**config.mk**
```make
export PLATFORM = sky130hd
export DESIGN_NAME = operand_issue
export DESIGN_NICKNAME = d
export VERILOG_FILES = /design/src/rtl/operand_issue.sv
export SDC_FILE = /design/constraint.sdc
export NUM_CORES = 1
export LEC_CHECK = 0
export BUFFER_PORTS_ARGS = -buffer_cell sky130_fd_sc_hd__clkbuf_2
export CAP_MARGIN = 20
export CORE_MARGIN = 4
export CORE_UTILIZATION = 45
export DETAILED_ROUTE_END_ITERATION = 10
export PLACE_DENSITY_LB_ADDON = 0.12
export RECOVER_POWER = 50
export SLEW_MARGIN = 40
export SYNTH_ARGS = -nofsm -noshare
export SYNTH_HDL_FRONTEND = slang
export SYNTH_SLANG_ARGS = --single-unit
```
**constraint.sdc**
```tcl
create_clock -name clk -period 2.19 [get_ports clk]
set_clock_uncertainty 0.05 [all_clocks]
set_input_delay 0.1095 -clock clk [delete_from_list [all_inputs] [get_ports clk]]
set_output_delay 0.1095 -clock clk [all_outputs]
set_load 0.05 [all_outputs]
```
**src/rtl/operand_issue.sv**
```systemverilog
// Decode/issue stage: decodes 16-bit instructions, reads an 8x8 register file with writeback bypass,
// and stalls on a busy scoreboard; issues registered operands to the ALU one cycle after accept.
module operand_issue (
  input  logic        clk,
  input  logic        rst,
  input  logic        in_valid,
  output logic        in_ready,
  input  logic [15:0] in_instr,
  input  logic        wb_en,
  input  logic [2:0]  wb_addr,
  input  logic [7:0]  wb_data,
  output logic        out_valid,
  input  logic        out_ready,
  output logic [7:0]  a,
  output logic [7:0]  b,
  output logic [2:0]  ctrl,
  output logic        flag,
  output logic [2:0]  rd,
  output logic        illegal
);

  logic [7:0] rf_q [8];
  logic [7:0] busy_q, busy_d;
  logic       out_valid_q, out_valid_d;
  logic [7:0] a_q, b_q;
  logic [2:0] ctrl_q, rd_q;
  logic       flag_q, illegal_q;

  logic [3:0] op;
  logic [2:0] f_rd, f_rs1, f_rs2;
  logic [5:0] imm6;
  logic [7:0] imm8;

  assign op    = in_instr[15:12];
  assign f_rd  = in_instr[11:9];
  assign f_rs1 = in_instr[8:6];
  assign f_rs2 = in_instr[5:3];
  assign imm6  = in_instr[5:0];
  assign imm8  = in_instr[7:0];

  logic       legal, use_rs1, use_rs2;
  logic [2:0] ctrl_dec;
  logic       flag_dec;

  always_comb begin
    legal    = 1'b1;
    use_rs1  = 1'b1;
    use_rs2  = 1'b1;
    ctrl_dec = 3'b000;
    flag_dec = 1'b0;
    case (op)
      4'h0: ;
      4'h1: flag_dec = 1'b1;
      4'h2: begin ctrl_dec = 3'b001; flag_dec = 1'b1; end
      4'h3: ctrl_dec = 3'b001;
      4'h4: ctrl_dec = 3'b010;
      4'h5: begin ctrl_dec = 3'b011; flag_dec = 1'b1; end
      4'h6: ctrl_dec = 3'b011;
      4'h7: ctrl_dec = 3'b100;
      4'h8: use_rs2 = 1'b0;
      4'h9: begin use_rs1 = 1'b0; use_rs2 = 1'b0; end
      default: begin legal = 1'b0; use_rs1 = 1'b0; use_rs2 = 1'b0; end
    endcase
  end

  // Register read with same-cycle writeback bypass; R0 is hardwired to zero.
  logic [7:0] rs1_val, rs2_val;

  always_comb begin
    rs1_val = rf_q[f_rs1];
    if (f_rs1 == 3'd0)
      rs1_val = 8'h00;
    else if (wb_en && wb_addr == f_rs1)
      rs1_val = wb_data;

    rs2_val = rf_q[f_rs2];
    if (f_rs2 == 3'd0)
      rs2_val = 8'h00;
    else if (wb_en && wb_addr == f_rs2)
      rs2_val = wb_data;
  end

  logic [7:0] a_dec, b_dec;

  always_comb begin
    a_dec = rs1_val;
    b_dec = rs2_val;
    if (op == 4'h8) begin
      b_dec = {{2{imm6[5]}}, imm6};
    end else if (op == 4'h9) begin
      a_dec = 8'h00;
      b_dec = imm8;
    end
  end

  // A register stops blocking in the cycle its writeback arrives.
  logic [7:0] blocked;
  logic       hazard;

  always_comb begin
    for (int i = 0; i < 8; i++)
      blocked[i] = busy_q[i] && !(wb_en && wb_addr == 3'(i));
    hazard = legal && ((use_rs1 && blocked[f_rs1]) ||
                       (use_rs2 && blocked[f_rs2]) ||
                       blocked[f_rd]);
  end

  logic accept, issue;

  assign in_ready = (!out_valid_q || out_ready) && !hazard;
  assign accept   = in_valid && in_ready;
  assign issue    = accept && legal;

  // Issue set is applied after writeback clear so it wins on the same register.
  always_comb begin
    busy_d = busy_q;
    if (wb_en)
      busy_d[wb_addr] = 1'b0;
    if (issue && f_rd != 3'd0)
      busy_d[f_rd] = 1'b1;
    busy_d[0] = 1'b0;
  end

  always_comb begin
    out_valid_d = out_valid_q;
    if (issue)
      out_valid_d = 1'b1;
    else if (out_ready)
      out_valid_d = 1'b0;
  end

  always_ff @(posedge clk) begin
    if (rst) begin
      for (int i = 0; i < 8; i++)
        rf_q[i] <= 8'h00;
      busy_q      <= 8'h00;
      out_valid_q <= 1'b0;
      a_q         <= 8'h00;
      b_q         <= 8'h00;
      ctrl_q      <= 3'b000;
      flag_q      <= 1'b0;
      rd_q        <= 3'd0;
      illegal_q   <= 1'b0;
    end else begin
      if (wb_en && wb_addr != 3'd0)
        rf_q[wb_addr] <= wb_data;
      busy_q      <= busy_d;
      out_valid_q <= out_valid_d;
      illegal_q   <= accept && !legal;
      if (issue) begin
        a_q    <= a_dec;
        b_q    <= b_dec;
        ctrl_q <= ctrl_dec;
        flag_q <= flag_dec;
        rd_q   <= f_rd;
      end
    end
  end

  assign out_valid = out_valid_q;
  assign a         = a_q;
  assign b         = b_q;
  assign ctrl      = ctrl_q;
  assign flag      = flag_q;
  assign rd        = rd_q;
  assign illegal   = illegal_q;

endmodule

```
* Word-level counts from Yosys, hierarchy flattened
Memories as Yosys holds them, arrays and structs flattened.
Cells that the tools add are included.
** Word-level totals
- Register bits :: 33
- Bits in writable memories :: 64
- Input bits :: 32
- Output and inout port bits :: 26
- Logic and storage cells :: 129
- Memories kept :: 1
** Memories
- rf_q :: depth 8, bits a word 8, rd ports 2, clocked after memory_dff 0, wr ports 8, line 22 : logic [7:0] rf_q [8];
** Operators by class
- Order comparisons :: 6
- Equal/unequal tests :: 18
- Mux-type cells :: 35
- Bitwise operators :: 3
- Reduce and logical (&&, ||, !) cells :: 57
** Operators with widths (number)
- 8-bit two-way mux :: 11
- 1-bit logical AND :: 29
- 1-bit two-way mux :: 17
- 4-bit by 3-bit equality test with 1-bit output, second input constant :: 4
- 3-bit by 4-bit < comparator with 1-bit output, second input constant :: 4
- 8-bit OR reduction :: 2
- 3-bit equality test, second input constant :: 4
- 3-bit case mux with 4 select lines :: 1
- 1-bit logical NOT :: 11
- 10-bit OR reduction :: 1
- 1-bit binary-select mux with 3-bit select :: 3
- 3-bit logical NOT :: 3
- 9-bit OR reduction :: 1
- 8-bit AND :: 1
- 4-bit by 2-bit equality test with 1-bit output, second input constant :: 2
- 4-bit equality test, second input constant :: 2
- 8-bit inverter :: 1
- 8-bit bitwise OR :: 1
- 1-bit demux with 3-bit select :: 2
- 3-bit by 2-bit equality test with 1-bit output, second input constant :: 2
- 3-bit equality test :: 2
- 3-bit by 1-bit greater-or-equal comparator with 1-bit output, second input constant :: 2
- 3-bit nonzero test :: 2
- 4-bit by 1-bit equality test with 1-bit output, second input constant :: 1
- 7 further kinds :: 10

* Logic depth before layout (Yosys ltp)
- Depth in word-level cells :: 16
- Gate-level depth with buffers :: 9
- Mapped depth without buffers :: 6

* Worst setup path before layout
Ideal clock, no wire load.
- Path kind :: input to output
- Start :: in wb_en
- End :: out in_ready
- Arrival :: 2.192 ns
- Slack :: -0.162 ns
- Stages on the path :: 8
- Buffers on the path :: 2
- Path through :: buf_2 nor4bb_1 nand2b_1 o32a_1 o211a_1 clkbuf_1 nand2_1 a21oi_1
** On the way
- Word-level cells in the longest chain between the ends :: 11
** Ends and longest elaborated chain
- from (decl) :: line 9 : input logic wb_en,
- 1-bit logical AND :: line 102 : blocked[i] = busy_q[i] && !(wb_en && wb_addr == 3'(i));
- 1-bit logical NOT :: line 102
- 1-bit logical AND :: line 102
- 1-bit binary-select mux with 3-bit select (on tied branches) :: line 103, 104
- 1-bit two-way mux (on tied branches) :: line 103, 104
- 1-bit logical AND (on tied branches) :: line 103, 104
- 1-bit logical OR :: line 103 : hazard = legal && ((use_rs1 && blocked[f_rs1]) ||
- 1-bit logical OR (*) :: line 104 : (use_rs2 && blocked[f_rs2]) ||
- 1-bit logical AND (*) :: line 103
- 1-bit logical NOT (*) :: line 110 : assign in_ready = (!out_valid_q || out_ready) && !hazard;
- 1-bit logical AND (*) :: line 110
- to (decl) :: line 7 : output logic in_ready,
Every way passes the cells marked *; elsewhere a longest branch is shown, timed or not. The select of a mux whose other input is x is not followed.

* Final worst setup path
- Start :: reg busy_q[5]
- End :: out in_ready
** On the way
- Word-level cells in the longest chain between the ends :: 9
** Ends and longest elaborated chain
- from (decl) :: line 23 : logic [7:0] busy_q, busy_d;
- from (signal assigned) :: line 147 : busy_q <= busy_d;
- 1-bit logical AND (*) :: line 102
- 1-bit binary-select mux with 3-bit select (on tied branches) :: line 103, 104
- 1-bit two-way mux (on tied branches) :: line 103, 104
- 1-bit logical AND (on tied branches) :: line 103, 104
- 1-bit logical OR :: line 103
- 1-bit logical OR (*) :: line 104
- 1-bit logical AND (*) :: line 103
- 1-bit logical NOT (*) :: line 110
- 1-bit logical AND (*) :: line 110
Marks and branches as above.

==> results.md <==
* Power Total at 4.39 mW
* Final Setup Violations at 0
* Final Util at 55.2%
* Post-Syn Area at 5430 um^2
* Lkg Pwr at 2.49 nW
* DRT antenna net count at 0
* CP required at 2.03 ns
* Filler instances at 1057
* Post-synth EDFFs at 64
* Chip width at 118 um
* CP Class: flip-flop to primary output
* DP HPWL at 11600 um
* Asr flop ratio synth at 0%
* Tcrit/Tclk final at 96.0%
* First-pass GRT wire length at 24800 um
* Power density over the cells at 685 nW/um^2
* Final Net Count at 624
* GP Congestion at 0.909
* Row cnt at 39
* CTS max path bufs at 2
* Final cell count without fillers at 740
* Crit-path max FO at 11
* Layout area overhead at 18.2%
* Die area at 13900 um^2
* DRC Markers at 0
* I/O Buffers at 57
* H-tree depth at 3
* Ant diodes at 0
* Register area share after synthesis at 47.2%
* Clock Root Buffer: clkbuf_16
* Startpoint types: flip-flop
* Vias in the first global route at 4317
* Ys flop type: edfxtp_1
* Worst EP arrival at 1.94 ns
* Initial cell density of the core at 46.7%
* Wire per inst at 21.4 um
* Drt total wl at 15900 um
* Clk Latency, worst-skew pair at 0.35 ns
* DR vias at 4421
* Largest net degree at the start of global routing at 49
* Final critical-path required period at 2.10 ns
* Slew Limit Fails at 0
* Storage element area at 2560 um^2
* Core region area at 11600 um^2
* Worst hold path class: input port to flip-flop
* Status: finished clean
* Layout cells sized above 1 at 24.6%
* I/O pin count at 58
* Rel. slew slack at 36.7%
* Remaining Overflow, GRT at 0
* Initial antenna violation count at 0
* Most frequent cells in the layout: edfxtp_1 (64), clkbuf_2 (54), and2_1 (45)
* Synthesized area per cell at 10.8 um^2
* Number of synthesized register bits at 96
* Die Y-Extent at 118 um
* Synth Warn # at 0
* Fin Setup TNS at 0 ns
* CTS tree: built
* Most common cell after layout, fill and taps aside: edfxtp_1
* Reg clk slew, reported paths at 0.07 ns
* Vias per inst at 5.97
* CP endpoint kind: primary output
* Cell count after synthesis at 501
* # clock sinks at 96
* Hold Vio Cnt, Final at 0
* Unique masters post-synth at 62
* Initial DRC Count at 287
* DRT Pass-1 Iters at 5
* Total GRT Usage at 23.2%
* Max rail drop VDD at 647 uV
* Smallest hold slack at 0.0425 ns
* Area of the multi-input gates at 2670 um^2
* Dpl cells at 717
* Number of max-cap violations at 0
* Max Fclk at 476 MHz
* Least-Margin Pin Slew at 0.949 ns
* CTS Buf Count at 9
==> flip-flops by register name (all words and copies together) (netlist names) <==
name / flops
ctrl: 3
flag: 1
a: 8
illegal: 1
busy_q: 7
rf_q: 64
rd: 3
b: 8
out_valid: 1
==> logic make-up (layout without fill, tap and decap cells) <==
group           count (synthesis)  count (layout)  share of synthesized area (%)
compound gates                 93              93                           13.0
xor+xnor                        7               7                           1.13
buf+inv                        56             145                           4.59
flops                          96              96                           47.2
mux                            46              46                           12.5
other cells                     1               8                         0.0691
simple gates                  202             202                           21.5
==> routing by layer <==
layer	global-route usage (%)	wire, um	part of all wire [%]
met5	0	0	0
met4	6.08	186	1.2
met2	35.2	7320	46
met3	5.91	1190	7.5
met1	33.2	7170	45
==> power by group <==
part           internal [mW]  total (mW)  leakage [nW]  switching [mW]
Sequential              2.05        2.12         0.880          0.0637
Combinational          0.315       0.834          1.48           0.519
Clock                  0.762        1.44         0.126           0.680
==> per-stage QoR <==
| step | instance area, um^2 | worst slack [ns] |
|---|---|---|
| 6_report | 6410 | 0.0874 |
| 5_1_grt | 6410 | -0.00447 |
| 4_1_cts | 6390 | 0.00311 |
| 3_5_place_dp | 6110 | 0.0393 |
| 3_3_place_gp | 6110 | 0.0977 |
| 2_1_floorplan | 5460 | 0.118 |
==> what timing repair did <==
action / 4_1_cts / 5_1_grt
gates resized for setup: 0 / 4
endpoints found under the setup margin: 0 / 12
hold buffers: 1 / 0
setup buffers: 0 / 6
endpoints found under the hold margin: 1 / 0
==> cell usage after synthesis, types with 8 or more instances <==
master / n / area, um^2
a21oi_1: 9 / 45.0
a221oi_1: 11 / 96.3
a31oi_1: 8 / 50.1
and2_1: 58 / 363
buf_2: 10 / 50.1
clkbuf_1: 20 / 75.1
dfxtp_1: 32 / 641
edfxtp_1: 64 / 1920
inv_1: 19 / 71.3
mux2i_1: 25 / 250
mux4_2: 17 / 383
nand2_1: 31 / 116
nand2b_1: 24 / 150
nand3_1: 16 / 80.1
nand4_1: 8 / 50.1
nor2_1: 20 / 75.1
nor3_1: 10 / 50.1
o211ai_1: 11 / 82.6
==> final timing paths <==
| kind | startpoint | end | slack, ns | depth (start not counted) |
|---|---|---|---|---|
| min reg2reg | a[5] | a[5] | 0.42 | 2 |
| min | out_ready | out_valid | 0.04 | 3 |
| max | busy_q[5] | in_ready | 0.09 | 8 |
| max reg2reg | busy_q[1] | a[7] | 0.13 | 8 |
==> final cells by class <==
class | count | area share [%]
clock buffers | 10 | 3.57
clock inverters | 6 | 0.546
inverters | 20 | 1.17
multi-input cells | 356 | 41.6
flip-flops and latches | 96 | 40.0
well taps | 143 | 2.79
repair buffers | 109 | 10.4
==> critical path, cell delays in order, from the launching register on <==
cell     delay, ns
dfxtp_1       0.33
buf_4         0.14
nor3b_1       0.14
a31oi_1       0.22
o211a_1       0.21
buf_6         0.16
nand2_1       0.07
a21oi_2       0.17
buf_12        0.15
Power figures use the tool's default switching activity.
